===== config.mk =====
export PLATFORM = sky130hd
export DESIGN_NAME = branch_resolve_unit
export DESIGN_NICKNAME = d
export VERILOG_FILES = /design/src/rtl/branch_resolve_unit_pkg.sv /design/src/rtl/branch_queue_fifo.sv /design/src/rtl/branch_resolve_unit.sv
export SDC_FILE = /design/constraint.sdc
export NUM_CORES = 1
export LEC_CHECK = 0
export BUFFER_PORTS_ARGS = -buffer_cell sky130_fd_sc_hd__buf_2
export CAP_MARGIN = 20
export CORE_ASPECT_RATIO = 1.25
export CORE_MARGIN = 1
export CORE_UTILIZATION = 30
export DETAILED_ROUTE_END_ITERATION = 12
export PLACE_DENSITY = 0.54
export SLEW_MARGIN = 20
export SYNTH_ARGS = -nofsm -noshare
export SYNTH_HDL_FRONTEND = slang
export SYNTH_SLANG_ARGS = --single-unit

===== constraint.sdc =====
create_clock -name clk -period 6.6 [get_ports clk]
set_input_delay 0.99 -clock clk [delete_from_list [all_inputs] [get_ports clk]]
set_output_delay 0.99 -clock clk [all_outputs]
set_load 0.01 [all_outputs]

===== src/rtl/branch_resolve_unit_pkg.sv =====
// rtl/branch_resolve_unit_pkg.sv - shared pipeline types for branch resolution
package branch_resolve_unit_pkg;

  localparam int PC_W = 32;

  typedef logic [PC_W-1:0] pc_t;

  typedef struct packed {
    pc_t  pc;
    logic pred_taken;
    pc_t  pred_target;
  } entry_t;

  // Fall-through address of a branch; wraps modulo 2^PC_W.
  function automatic pc_t seq_pc(input pc_t pc);
    return pc + PC_W'(4);
  endfunction

endpackage


===== src/rtl/branch_queue_fifo.sv =====
// rtl/branch_queue_fifo.sv - in-order storage of predicted branches with flush
module branch_queue_fifo
  import branch_resolve_unit_pkg::*;
#(
  parameter int DEPTH = 4,
  parameter int CW    = $clog2(DEPTH) + 1
) (
  input  logic          clk,
  input  logic          rst,
  input  logic          push_i,
  input  logic          pop_i,
  input  logic          flush_i,
  input  entry_t        wdata_i,
  output entry_t        rdata_o,
  output logic          full_o,
  output logic          empty_o,
  output logic [CW-1:0] count_o
);

  localparam int AW = $clog2(DEPTH);

  entry_t         mem_q [DEPTH];
  logic [AW-1:0]  wr_ptr_q, wr_ptr_d;
  logic [AW-1:0]  rd_ptr_q, rd_ptr_d;
  logic [CW-1:0]  count_q, count_d;

  assign rdata_o = mem_q[rd_ptr_q];
  assign full_o  = (count_q == CW'(DEPTH));
  assign empty_o = (count_q == '0);
  assign count_o = count_q;

  // Flush overrides any push or pop in the same cycle.
  always_comb begin
    wr_ptr_d = wr_ptr_q;
    rd_ptr_d = rd_ptr_q;
    count_d  = count_q;
    if (flush_i) begin
      wr_ptr_d = '0;
      rd_ptr_d = '0;
      count_d  = '0;
    end else begin
      if (push_i) wr_ptr_d = wr_ptr_q + AW'(1);
      if (pop_i)  rd_ptr_d = rd_ptr_q + AW'(1);
      count_d = count_q + CW'(push_i) - CW'(pop_i);
    end
  end

  always_ff @(posedge clk or posedge rst) begin
    if (rst) begin
      wr_ptr_q <= '0;
      rd_ptr_q <= '0;
      count_q  <= '0;
    end else begin
      wr_ptr_q <= wr_ptr_d;
      rd_ptr_q <= rd_ptr_d;
      count_q  <= count_d;
    end
  end

  always_ff @(posedge clk) begin
    if (push_i && !flush_i) mem_q[wr_ptr_q] <= wdata_i;
  end

endmodule


===== src/rtl/branch_resolve_unit.sv =====
// rtl/branch_resolve_unit.sv - resolves queued branch predictions, redirect/update pulses
// Optional statistics counters enabled by BRANCH_RESOLVE_STATS_EN.
module branch_resolve_unit
  import branch_resolve_unit_pkg::*;
#(
  parameter int DEPTH     = 4,
  parameter int PC_WIDTH  = PC_W,
  parameter int CNT_WIDTH = 16
) (
  input  logic                       clk,
  input  logic                       rst,
  input  logic                       pushValid,
  output logic                       pushReady,
  input  logic [PC_WIDTH-1:0]        pushPc,
  input  logic                       pushPredTaken,
  input  logic [PC_WIDTH-1:0]        pushPredTarget,
  input  logic                       resolveValid,
  input  logic                       resolveTaken,
  input  logic [PC_WIDTH-1:0]        resolveTarget,
  output logic                       redirectValid,
  output logic [PC_WIDTH-1:0]        redirectPc,
  output logic                       updValid,
  output logic [PC_WIDTH-1:0]        updPc,
  output logic                       updTaken,
  output logic                       resolveErr,
`ifdef BRANCH_RESOLVE_STATS_EN
  output logic [CNT_WIDTH-1:0]       statResolved,
  output logic [CNT_WIDTH-1:0]       statMispredict,
`endif
  output logic [$clog2(DEPTH):0]     count
);

  localparam int CW = $clog2(DEPTH) + 1;

  entry_t                push_entry, head;
  logic                  fifo_full, fifo_empty, push_accept;
  logic                  resolve_fire, mispredict;
  logic [PC_WIDTH-1:0]   head_pc, head_target, correct_pc;

  logic                  redirect_valid_q, redirect_valid_d;
  logic [PC_WIDTH-1:0]   redirect_pc_q, redirect_pc_d;
  logic                  upd_valid_q, upd_valid_d;
  logic [PC_WIDTH-1:0]   upd_pc_q, upd_pc_d;
  logic                  upd_taken_q, upd_taken_d;
  logic                  resolve_err_q, resolve_err_d;

  always_comb begin
    push_entry.pc          = pc_t'(pushPc);
    push_entry.pred_taken  = pushPredTaken;
    push_entry.pred_target = pc_t'(pushPredTarget);
  end

  assign head_pc      = PC_WIDTH'(head.pc);
  assign head_target  = PC_WIDTH'(head.pred_target);
  assign resolve_fire = resolveValid && !fifo_empty;
  assign mispredict   = resolve_fire &&
                        ((resolveTaken != head.pred_taken) ||
                         (resolveTaken && (resolveTarget != head_target)));
  assign correct_pc   = resolveTaken ? resolveTarget : PC_WIDTH'(seq_pc(head.pc));

  // A full queue still accepts a push when the head retires cleanly this cycle.
  assign pushReady   = !fifo_full;
  assign push_accept = pushValid && !mispredict && (!fifo_full || resolve_fire);

  branch_queue_fifo #(.DEPTH(DEPTH), .CW(CW)) u_fifo (
    .clk     (clk),
    .rst     (rst),
    .push_i  (push_accept),
    .pop_i   (resolve_fire),
    .flush_i (mispredict),
    .wdata_i (push_entry),
    .rdata_o (head),
    .full_o  (fifo_full),
    .empty_o (fifo_empty),
    .count_o (count)
  );

  always_comb begin
    redirect_valid_d = mispredict;
    redirect_pc_d    = mispredict ? correct_pc : redirect_pc_q;
    upd_valid_d      = resolve_fire;
    upd_pc_d         = resolve_fire ? head_pc : upd_pc_q;
    upd_taken_d      = resolve_fire ? resolveTaken : upd_taken_q;
    resolve_err_d    = resolveValid && fifo_empty;
  end

  always_ff @(posedge clk or posedge rst) begin
    if (rst) begin
      redirect_valid_q <= 1'b0;
      redirect_pc_q    <= '0;
      upd_valid_q      <= 1'b0;
      upd_pc_q         <= '0;
      upd_taken_q      <= 1'b0;
      resolve_err_q    <= 1'b0;
    end else begin
      redirect_valid_q <= redirect_valid_d;
      redirect_pc_q    <= redirect_pc_d;
      upd_valid_q      <= upd_valid_d;
      upd_pc_q         <= upd_pc_d;
      upd_taken_q      <= upd_taken_d;
      resolve_err_q    <= resolve_err_d;
    end
  end

  assign redirectValid = redirect_valid_q;
  assign redirectPc    = redirect_pc_q;
  assign updValid      = upd_valid_q;
  assign updPc         = upd_pc_q;
  assign updTaken      = upd_taken_q;
  assign resolveErr    = resolve_err_q;

`ifdef BRANCH_RESOLVE_STATS_EN
  logic [CNT_WIDTH-1:0] stat_res_q, stat_res_d;
  logic [CNT_WIDTH-1:0] stat_mis_q, stat_mis_d;

  always_comb begin
    stat_res_d = stat_res_q;
    stat_mis_d = stat_mis_q;
    if (resolve_fire && (stat_res_q != '1)) stat_res_d = stat_res_q + CNT_WIDTH'(1);
    if (mispredict && (stat_mis_q != '1))   stat_mis_d = stat_mis_q + CNT_WIDTH'(1);
  end

  always_ff @(posedge clk or posedge rst) begin
    if (rst) begin
      stat_res_q <= '0;
      stat_mis_q <= '0;
    end else begin
      stat_res_q <= stat_res_d;
      stat_mis_q <= stat_mis_d;
    end
  end

  assign statResolved   = stat_res_q;
  assign statMispredict = stat_mis_q;
`endif

endmodule


==> run_results.csv <==
group,metric,value,unit
cts,number_of_buffers_inserted_during_clock_tree_synthesis,36,
drt,viasPerCell,4.80,
status,outcome,"completed",
cts,max_h_tree_level,2,
grt,grt_overflow_total,0,
layout,multi_input_comb_area,3810,µm²
grt,grt_start_max_net_pins,56,
grt,all_layer_gr_usage,15.5,%
die,floorplan.rows,87,
cts,post_cts.repair.setup_buffers,0,
cts,hold_buffers,0,
synth,number_of_nets_in_the_synthesized_netlist,949,
place,buffers_on_ports,173,
cts,cts.reportedPaths.clkPinSlew,60,ps
timing,final.setup_skew,22.9,ps
drt,detail_route.iter0.violations,472,
synth,yosys_warnings,0,
synth,post_synth_xor_area_fraction,3.62,%
cts,post_cts.resized_instances,0,
timing,hold_viol,0,
synth,synth_compound_area_share,2.83,%
drt,drt_first_pass_iters,5,
power_and_ir_drop,total_leakage_power,6.09,nW
synth,synth-async-reset-ratio,22.4,%
place,gp_routability_congestion,0.750,
layout,final_net_count,1138,
die,initial_utilization,30.5,%
worst_setup_path,timing.critical_path.from_type,"flop",
flow_run,cap_violations,0,
die,die_w,194,µm
drt,avgRoutedWirePerCell,22.3,µm
die,die_area,46900,µm²
synth,yosysSeqAreaShare,70.2,%
place,numPlacedInstances,1568,
timing,min_period_over_period,73.8,%
synth,synth.cell_area,13800,µm²
grt,via_count_of_the_first_global_routing_pass,7963,
worst_setup_path,crit_arrival,5070,ps
synth,synth-adder-area-share,0.780,%
power_and_ir_drop,power.ir.vdd_worst,0.000157,V
layout,drive_gt1_share,30.1,%
drt,route.detailed.drc,0,
drt,ant_nets,0,
timing,maxSlewHeadroom,32.9,%
worst_setup_path,criticalPathCategory,"reg2reg",
synth,ys.flop_type,"edfxtp_1",
timing,tns_setup,0,ps
cts,clock_latency,530,ps
drt,postRouteWirelength,36.4,mm
timing,worst_slew_pin_slew,1010,ps
synth,synth_top_family_by_area,"multiplexers",
grt,grt_antenna_before_repair,8,
die,coreArea,45300,µm²
timing,maxSlewViolCount,0,
worst_setup_path,worstReg2RegStart,"u_fifo.rd_ptr_q[0]$_DFFE_PP0P_",
cts,clock-root-buffer,"clkbuf_16",
timing,setup_viol_count_final,0,
synth,synth.avg_cell_area,16.4,µm²
power_and_ir_drop,power_per_cell_area,434,nW/µm²
timing,fmax,205,MHz
synth,synth-seq-cells,335,
worst_setup_path,crit_fanout,33,
synth,netlist_instances,839,
cts,cts.path.max_buffers,3,
worst_setup_path,worstSetupStartpoint,"u_fifo.rd_ptr_q[0]$_DFFE_PP0P_",
synth,synth.lib_cells_used.distinct,57,
worst_setup_path,critical_path_required,6800,ps
worst_setup_path,critPathCaptureType,"flop",
synth,yosys.area_share.simple,7.01,%
power_and_ir_drop,finalPower,7.17,mW
timing,grt_setup_unrepaired,"no",
synth,count_of_flip_flops_with_a_built_in_enable_after_synthesis,260,
die,ios,174,
timing,final.min_clock_period,4870,ps
grt,grt_first_pass_wirelength,53.2,mm
place,hpwl,25.4,mm
drt,route.vias.total,7850,
layout,layout.filler_cells,4349,
cts,clock-sinks,335,
die,vertical_die_dimension,242,µm
cts,tritoncts,"done",
layout,flow.area_growth_from_synthesis,19.8,%
synth,post_synth_mux_area_share,13.3,%
hold_path,hold_class,"in2async",
layout,final-seq-area,9690,µm²
layout,layout.cells.non_filler,1635,
## kinds of logic after synthesis
family,count (synthesis)
AO/OA/AOI/OAI,60
adder cells (fa/ha/maj),8
buffers and inverters,61
XOR/XNOR,57
multiplexers,110
flip-flops,335
AND/OR/NAND/NOR,208
## worst max-delay path: stages, from the launching register on
cell and delay, ps:
dfrtp_4 860, buf_4 440, mux4_2 560, xnor2_1 250, nand4_1 120, nor4_1 260
nand4_1 350, o211ai_4 380, and3_2 960, buf_12 310
## cells in the final DEF, fill, tap and decap left out, drive strengths merged, types with 2 or more instances in the layout
master,count
nor2,13
clkinv,18
and2,8
xnor2,44
a2bb2oi,2
xor2,13
mux2i,26
o22ai,5
o21ai,27
nor3,9
diode,3
nand2,131
a31oi,2
nand2b,2
ha,7
bufinv,3
dfrtp,75
mux2,29
nand3,8
o21a,2
a21oi,5
mux4,55
and3,6
a22oi,2
inv,25
clkbuf,44
o2111ai,2
edfxtp,260
buf,186
or4,2
o221ai,3
nor4,9
or3,2
nand4,13
## cells in the mapped netlist, types with 9 or more instances
cell      number  area (µm²)
mux2_1        20         225
mux2i_1       26         260
inv_1         24        90.1
mux2_2         9         101
nor3_1         9        45.0
dfrtp_1       75        1880
edfxtp_1     260        7810
nand4_1       12        75.1
xnor2_1       44         385
nand2_1      131         492
buf_2         10        50.1
xor2_1        13         114
mux4_2        53        1190
nor2_1        13        48.8
clkbuf_1      14        52.6
o21ai_0       27         135
## registers in the layout, indices dropped and copies added, names as in the netlist
name / flops
u_fifo.mem_q: 260
u_fifo.count_o: 3
updPc: 32
redirectPc: 32
u_fifo.rd_ptr_q: 2
redirectValid: 1
resolveErr: 1
updTaken: 1
u_fifo.wr_ptr_q: 2
updValid: 1
## path summary, 6_finish.rpt
kind / cells after the start / slack, ps / end
worst min-delay path: 2 / 460 / updPc[30]$_DFFE_PP0P_
min in group clk: 2 / 470 / updPc[19]$_DFFE_PP0P_
worst max register to register: 9 / 1730 / u_fifo.mem_q[2][27]$_DFFE_PP_
worst min register to register: 2 / 470 / updPc[19]$_DFFE_PP0P_
max in group asynchronous: 3 / 4970 / u_fifo.rd_ptr_q[1]$_DFFE_PP0P_
worst max-delay path: 9 / 1730 / u_fifo.mem_q[2][27]$_DFFE_PP_
## layer usage
| layer | vias to the layer above | GRT usage [%] | routed length [µm] |
|---|---|---|---|
| met4 | 10 | 5.01 | 885 |
| met3 | 59 | 2.82 | 1830 |
| met1 | 3999 | 20.0 | 15500 |
| li1 | 3555 | - | - |
| met5 | - | 0 | 57 |
| met2 | 227 | 26.3 | 18200 |
## layout make-up
cell class | count | area share (%)
multi-input combinational | 443 | 23.1
tap | 578 | 4.37
clock buffer | 44 | 6.01
timing repair buffer | 186 | 6.13
inverter | 26 | 0.598
sequential | 335 | 58.6
clock inverter | 20 | 1.14
antenna | 3 | 0.0454
## stage by stage
step | worst slack, ps | hold WS, ps | utilization (%) | instance area, µm²
after floorplan | 2000 | 514 | - | 13800
after global placement | 1690 | 455 | 33.9 | 15300
after detailed placement | 1620 | 461 | 33.9 | 15300
after CTS | 1600 | 454 | 36.5 | 16500
after global routing | 1360 | 483 | 36.5 | 16500
final | 1730 | 464 | 36.5 | 16500
## power breakdown
part / internal [mW] / switching [mW] / leakage [nW] / total (mW)
sequential: 2.77 / 0.289 / 3.28 / 3.06
combinational: 0.910 / 1.19 / 2.22 / 2.10
clock: 1.19 / 0.822 / 0.584 / 2.01
total: 4.87 / 2.30 / 6.09 / 7.17
Power figures use the tool's default switching activity.
